===== config.mk =====
export PLATFORM = sky130hd
export DESIGN_NAME = dmac_buffer_credit_arbiter
export DESIGN_NICKNAME = d
export VERILOG_FILES = /design/src/rtl/dmac_buffer_credit_arbiter.sv
export SDC_FILE = /design/constraint.sdc
export NUM_CORES = 1
export LEC_CHECK = 0
export BUFFER_PORTS_ARGS = -buffer_cell sky130_fd_sc_hd__buf_4
export CORE_ASPECT_RATIO = 0.9
export CORE_MARGIN = 2
export CORE_UTILIZATION = 50
export CTS_BUF_LIST = sky130_fd_sc_hd__clkbuf_8
export CTS_CLUSTER_DIAMETER = 200
export DETAILED_ROUTE_END_ITERATION = 8
export GPL_TIMING_DRIVEN = 0
export HOLD_SLACK_MARGIN = 0.06
export PLACE_DENSITY = 0.87
export SKIP_CTS_REPAIR_TIMING = 1
export SLEW_MARGIN = 20
export SYNTH_ARGS = -nofsm -noshare
export SYNTH_HDL_FRONTEND = slang
export SYNTH_SLANG_ARGS = --single-unit

===== constraint.sdc =====
create_clock -name clk_i -period 14.9 [get_ports clk_i]
set_input_delay 2.235 -clock clk_i [delete_from_list [all_inputs] [get_ports clk_i]]
set_output_delay 2.235 -clock clk_i [all_outputs]
set_load 0.01 [all_outputs]

===== src/rtl/dmac_buffer_credit_arbiter.sv =====
// Round-robin space-reservation arbiter for a shared DMA buffer with reserved/occupied beat accounting.
// Define DMAC_BUF_ARB_ERR_EN to build the sticky protocol-error flag; otherwise err_o is tied low.
module dmac_buffer_credit_arbiter #(
  parameter  int NUM_REQ      = 4,
  parameter  int MAX_ELEMENTS = 64,
  localparam int CW           = $clog2(MAX_ELEMENTS + 1),
  localparam int IW           = $clog2(NUM_REQ)
) (
  input  logic                  clk_i,
  input  logic                  rst_i,
  input  logic [NUM_REQ-1:0]    req_valid_i,
  input  logic [NUM_REQ*CW-1:0] req_len_i,
  output logic [NUM_REQ-1:0]    req_ready_o,
  output logic                  grant_valid_o,
  input  logic                  grant_ready_i,
  output logic [IW-1:0]         grant_id_o,
  output logic [CW-1:0]         grant_len_o,
  input  logic                  wr_beat_i,
  input  logic                  pop_i,
  input  logic [CW-1:0]         pop_count_i,
  output logic [CW-1:0]         free_space_o,
  output logic [CW-1:0]         occupancy_o,
  output logic [CW-1:0]         reserved_o,
  output logic                  err_o
);

  localparam logic [CW-1:0] MAX_C = CW'(MAX_ELEMENTS);

  typedef enum logic {IDLE, GRANT} state_e;

  state_e        state_q;
  logic [IW-1:0] rr_ptr_q;
  logic          grant_valid_q;
  logic [IW-1:0] grant_id_q;
  logic [CW-1:0] grant_len_q;
  logic [CW-1:0] reserved_q;
  logic [CW-1:0] occupancy_q;
  logic [CW-1:0] free_space_q;

  logic [CW-1:0]      len_w [NUM_REQ];
  logic [NUM_REQ-1:0] legal_w;
  logic [NUM_REQ-1:0] elig_w;
  logic               win_found_w;
  logic [IW-1:0]      win_idx_w;
  logic               accept_w;
  logic               take_w;
  logic [CW-1:0]      add_len_w;
  logic [CW-1:0]      res_plus_w;
  logic               wr_ok_w;
  logic [CW-1:0]      occ_wr_w;
  logic               pop_sat_w;
  logic [CW-1:0]      reserved_d;
  logic [CW-1:0]      occupancy_d;
  logic [CW-1:0]      free_space_d;

  function automatic logic [IW-1:0] next_idx(input logic [IW-1:0] idx);
    if (int'(idx) == NUM_REQ - 1) return '0;
    return idx + IW'(1);
  endfunction

  // Illegal lengths count as eligible so they are drained and flagged instead of stalling the port.
  always_comb begin
    for (int i = 0; i < NUM_REQ; i++) begin
      len_w[i]   = req_len_i[i*CW +: CW];
      legal_w[i] = (len_w[i] != '0) && (len_w[i] <= MAX_C);
      elig_w[i]  = req_valid_i[i] && (!legal_w[i] || (len_w[i] <= free_space_q));
    end
  end

  always_comb begin
    int idx;
    idx         = 0;
    win_found_w = 1'b0;
    win_idx_w   = '0;
    for (int k = 0; k < NUM_REQ; k++) begin
      idx = int'(rr_ptr_q) + k;
      if (idx >= NUM_REQ) idx = idx - NUM_REQ;
      if (!win_found_w && elig_w[idx]) begin
        win_found_w = 1'b1;
        win_idx_w   = IW'(idx);
      end
    end
  end

  assign accept_w    = (state_q == IDLE) && !rst_i && win_found_w;
  assign take_w      = accept_w && legal_w[win_idx_w];
  assign req_ready_o = accept_w ? (NUM_REQ'(1) << win_idx_w) : '0;

  // Same-cycle reservation is added before the write converts a reserved beat to occupied.
  always_comb begin
    add_len_w    = take_w ? len_w[win_idx_w] : '0;
    res_plus_w   = reserved_q + add_len_w;
    wr_ok_w      = wr_beat_i && (res_plus_w != '0);
    reserved_d   = res_plus_w - CW'(wr_ok_w);
    occ_wr_w     = occupancy_q + CW'(wr_ok_w);
    pop_sat_w    = pop_i && (pop_count_i > occ_wr_w);
    occupancy_d  = occ_wr_w;
    if (pop_i) occupancy_d = pop_sat_w ? '0 : (occ_wr_w - pop_count_i);
    free_space_d = MAX_C - reserved_d - occupancy_d;
  end

  always_ff @(posedge clk_i) begin
    if (rst_i) begin
      state_q       <= IDLE;
      rr_ptr_q      <= '0;
      grant_valid_q <= 1'b0;
      grant_id_q    <= '0;
      grant_len_q   <= '0;
      reserved_q    <= '0;
      occupancy_q   <= '0;
      free_space_q  <= MAX_C;
    end else begin
      reserved_q   <= reserved_d;
      occupancy_q  <= occupancy_d;
      free_space_q <= free_space_d;
      case (state_q)
        IDLE: begin
          if (take_w) begin
            state_q       <= GRANT;
            grant_valid_q <= 1'b1;
            grant_id_q    <= win_idx_w;
            grant_len_q   <= len_w[win_idx_w];
          end else if (accept_w) begin
            // A rejected request still consumes its turn so a stuck bad requester cannot hog the pointer.
            rr_ptr_q <= next_idx(win_idx_w);
          end
        end
        GRANT: begin
          if (grant_ready_i) begin
            state_q       <= IDLE;
            grant_valid_q <= 1'b0;
            rr_ptr_q      <= next_idx(grant_id_q);
          end
        end
        default: state_q <= IDLE;
      endcase
    end
  end

`ifdef DMAC_BUF_ARB_ERR_EN
  logic err_q;
  logic err_event_w;

  assign err_event_w = (accept_w && !legal_w[win_idx_w]) || (wr_beat_i && !wr_ok_w) || pop_sat_w;

  always_ff @(posedge clk_i) begin
    if (rst_i) err_q <= 1'b0;
    else if (err_event_w) err_q <= 1'b1;
  end

  assign err_o = err_q;
`else
  assign err_o = 1'b0;
`endif

  assign grant_valid_o = grant_valid_q;
  assign grant_id_o    = grant_id_q;
  assign grant_len_o   = grant_len_q;
  assign reserved_o    = reserved_q;
  assign occupancy_o   = occupancy_q;
  assign free_space_o  = free_space_q;

endmodule


==> qor.txt <==
outcome - finished, final reports clean
Crit Path Class - input port to flop
multi-input logic area - 0.00244 mm^2
Iteration-0 DRC Markers - 167
Main synth FF type - dfxtp_1
Slew HR - 0.428
H-tree levels - 2
fin crit share - 0.816
drt pass-1 iters - 4
Min-Delay Startpoint - grant_len_o[5]
chip width - 90.1 um
metal3 WL - 410 um
area post-placement - 0.00403 mm^2
syn nets - 514
Reg area - 681 um^2
P per Cell Area - 205 mW/mm^2
grt ovf - 0
share of power burned in registers - 0.172
die area - 0.00734 mm^2
Clock transition at path regs - 0.07 ns
met2 WL - 4120 um
slowest stage delay, CP - 0.78 ns
leading area contributor after synthesis - ha_1
routed length on met1 - 3790 um
Final Hold Violating Endpoints - 0
via count - 3165
IO buf count - 77
top layer in use - met4
Clock power frac - 0.083
setup_tns - 0 ns
detailed-route wire length per cell - 14.5 um
number of buffers created by CTS - 5
GP Congestion - 0.918
vias per cell - 5.45
Worst-Skew Late Latency - 0.28 ns
Combinational Power Share - 0.745
Initial Utilization - 0.512
antenna violations before repair - 0
Final #Nets - 598
number of buffers and inverters on the critical path - 4
Final min period - 12.17 ns
Row Count - 28
Final setup viols - 0
async set-reset flop share out of synthesis - 0
fin util - 0.632
synth top area cells - ha_1 (23%), dfxtp_1 (20%), mux2i_1 (6.6%), xnor2_1 (5.0%), inv_1 (4.9%)
CTS tree - built
synthesized cell area - 0.00334 mm^2
routed wire length - 8400 um
flops & latches, synth - 34
Synth top cells by count - ha_1 (61), inv_1 (44), nor2_1 (39), dfxtp_1 (34), a21oi_1 (32)
Int Power - 0.448 mW
CP startpoint - req_len_i[0]
worst hold path class - flop to flop
gr usage total - 0.235
Worst-Margin Slew - 0.857 ns
max-cap violations - 0
core area - 0.00652 mm^2
Clock Root Buffer - clkbuf_8
RR Startpoint - free_space_o[4]
Worst setup SP type - input port
n_diodes - 0
area share of the largest cell type after synthesis - 0.229
most numerous cell in the Yosys netlist - ha_1
mean post-synth cell area - 8.22 um^2
drc violations - 0
clk sinks - 34
largest net degree at the start of global routing - 12
Slowest cell on crit path - a222oi_1
Slew Viols, Final - 0
Max Root-Sink Buffers - 2
FILL cells - 579
area delta synth->final - 23.4%
post-route ant nets - 0
I/O pin total - 80
Clock Skews - 0.00603 ns
Post-DP HPWL - 7220 um
switching power of the nets - 0.396 mW
Yosys warnings - 0
fmax - 82.2 MHz
VDD IR max - 0.162 mV
vias in the first global route - 3147
Seq/Total Area, Yosys - 0.204
Worst EP required - 15.13 ns
share of cells above drive strength 1 - 0.189
Setup crit end kind - flop
WP data arrival - 12.39 ns
switching part of the total - 0.469
Die Ht - 81.5 um
Worst path top cell family by delay - compound AO/OA/AOI/OAI gates
crit-path max FO - 11
Post-Syn Instances - 406
first-pass GRT wire length - 14200 um
Final Cell Area - 0.00412 mm^2
RSZ-0062 raised after global routing - false
synth unique cells - 45
Leak - 2.07 nW
number of synthesized flops with an enable pin - 0
-- through the flow --
| stage | total power [mW] | setup slack, ns | std cells | hold slack, ns |
|---|---|---|---|---|
| CTS | 0.844 | 2.89 | 581 | 0.471 |
| global placement | 0.742 | 2.92 | 573 | 0.448 |
| detailed placement | 0.767 | 2.63 | 573 | 0.462 |
| finish | 0.844 | 2.73 | 581 | 0.466 |
| global route | 0.937 | 1.88 | 581 | 0.494 |
| floorplan | 0.606 | 4.26 | 406 | 0.481 |
-- cell usage in the layout (no fill, tap or decap), drive strengths merged, types with 2 or more instances in the layout --
cell type  instances
buf               81
ha                61
inv               45
nor2              39
dfxtp             34
a21oi             32
nand2             24
mux2i             22
xnor2             19
o21ai             14
clkbuf            14
nand3             11
xor2              10
nor3              10
o31ai              6
nand4              5
a211oi             5
and3               5
and2               5
or4                4
nand3b             4
o31a               4
nor2b              4
a21o               3
a31o               3
o21bai             3
nand2b             3
a311oi             3
fa                 3
a222oi             2
a31oi              2
-- logic make-up after synthesis --
family                     Yosys count  share of synthesized area
and+or+nand+nor                    115                      0.167
muxes                               23                     0.0694
AOI/OAI and AO/OA                   83                      0.164
other                                1                    0.00112
adders and majority gates           64                      0.247
buffers and inverters               56                     0.0645
DFF                                 34                      0.204
xor gates and xnor gates            30                     0.0829
-- layout make-up --
cell class | instances | area share
buffer | 12 | 0.0122
clock buffer | 6 | 0.0200
clock inverter | 2 | 0.00213
inverter | 44 | 0.0401
multi-input combinational | 316 | 0.593
sequential | 34 | 0.165
tap | 90 | 0.0273
timing repair buffer | 77 | 0.140
-- worst min-delay path: cells and delay by family, from the launching register on --
family	cells	cell delay [ns]
AO/OA/AOI/OAI	1	0.06
AND/OR/NAND/NOR	1	0.05
flip-flops	1	0.31
-- registers in the layout, indices dropped and copies added, names as in the netlist --
name and count:
free_space_o 7, grant_id_o 2, grant_len_o 7, grant_valid_o 1, occupancy_o 7, reserved_o 7
rr_ptr_q 2, state_q 1
-- final timing paths --
check / to / slack [ns] / depth (start not counted)
worst max-delay path: free_space_o[6] / 2.73 / 45
worst min-delay path: grant_len_o[5] / 0.47 / 2
worst min register to register: grant_len_o[5] / 0.47 / 2
worst max register to register: free_space_o[6] / 4.61 / 46
-- layer usage --
| layer | track usage | vias to the layer above |
|---|---|---|
| met3 | 0.0523 | 11 |
| met1 | 0.285 | 1472 |
| met2 | 0.432 | 78 |
| li1 | - | 1604 |
| met5 | 0 | - |
| met4 | 0.0538 | 0 |
-- power by group through the flow --
stage	registers (mW)	logic (mW)	clock network, mW
finish	0.145	0.629	0.0698
CTS	0.145	0.628	0.0704
global placement	0.146	0.596	0
detailed placement	0.147	0.620	0
floorplan	0.152	0.454	0
global route	0.148	0.712	0.0764
Power figures use the tool's default switching activity.
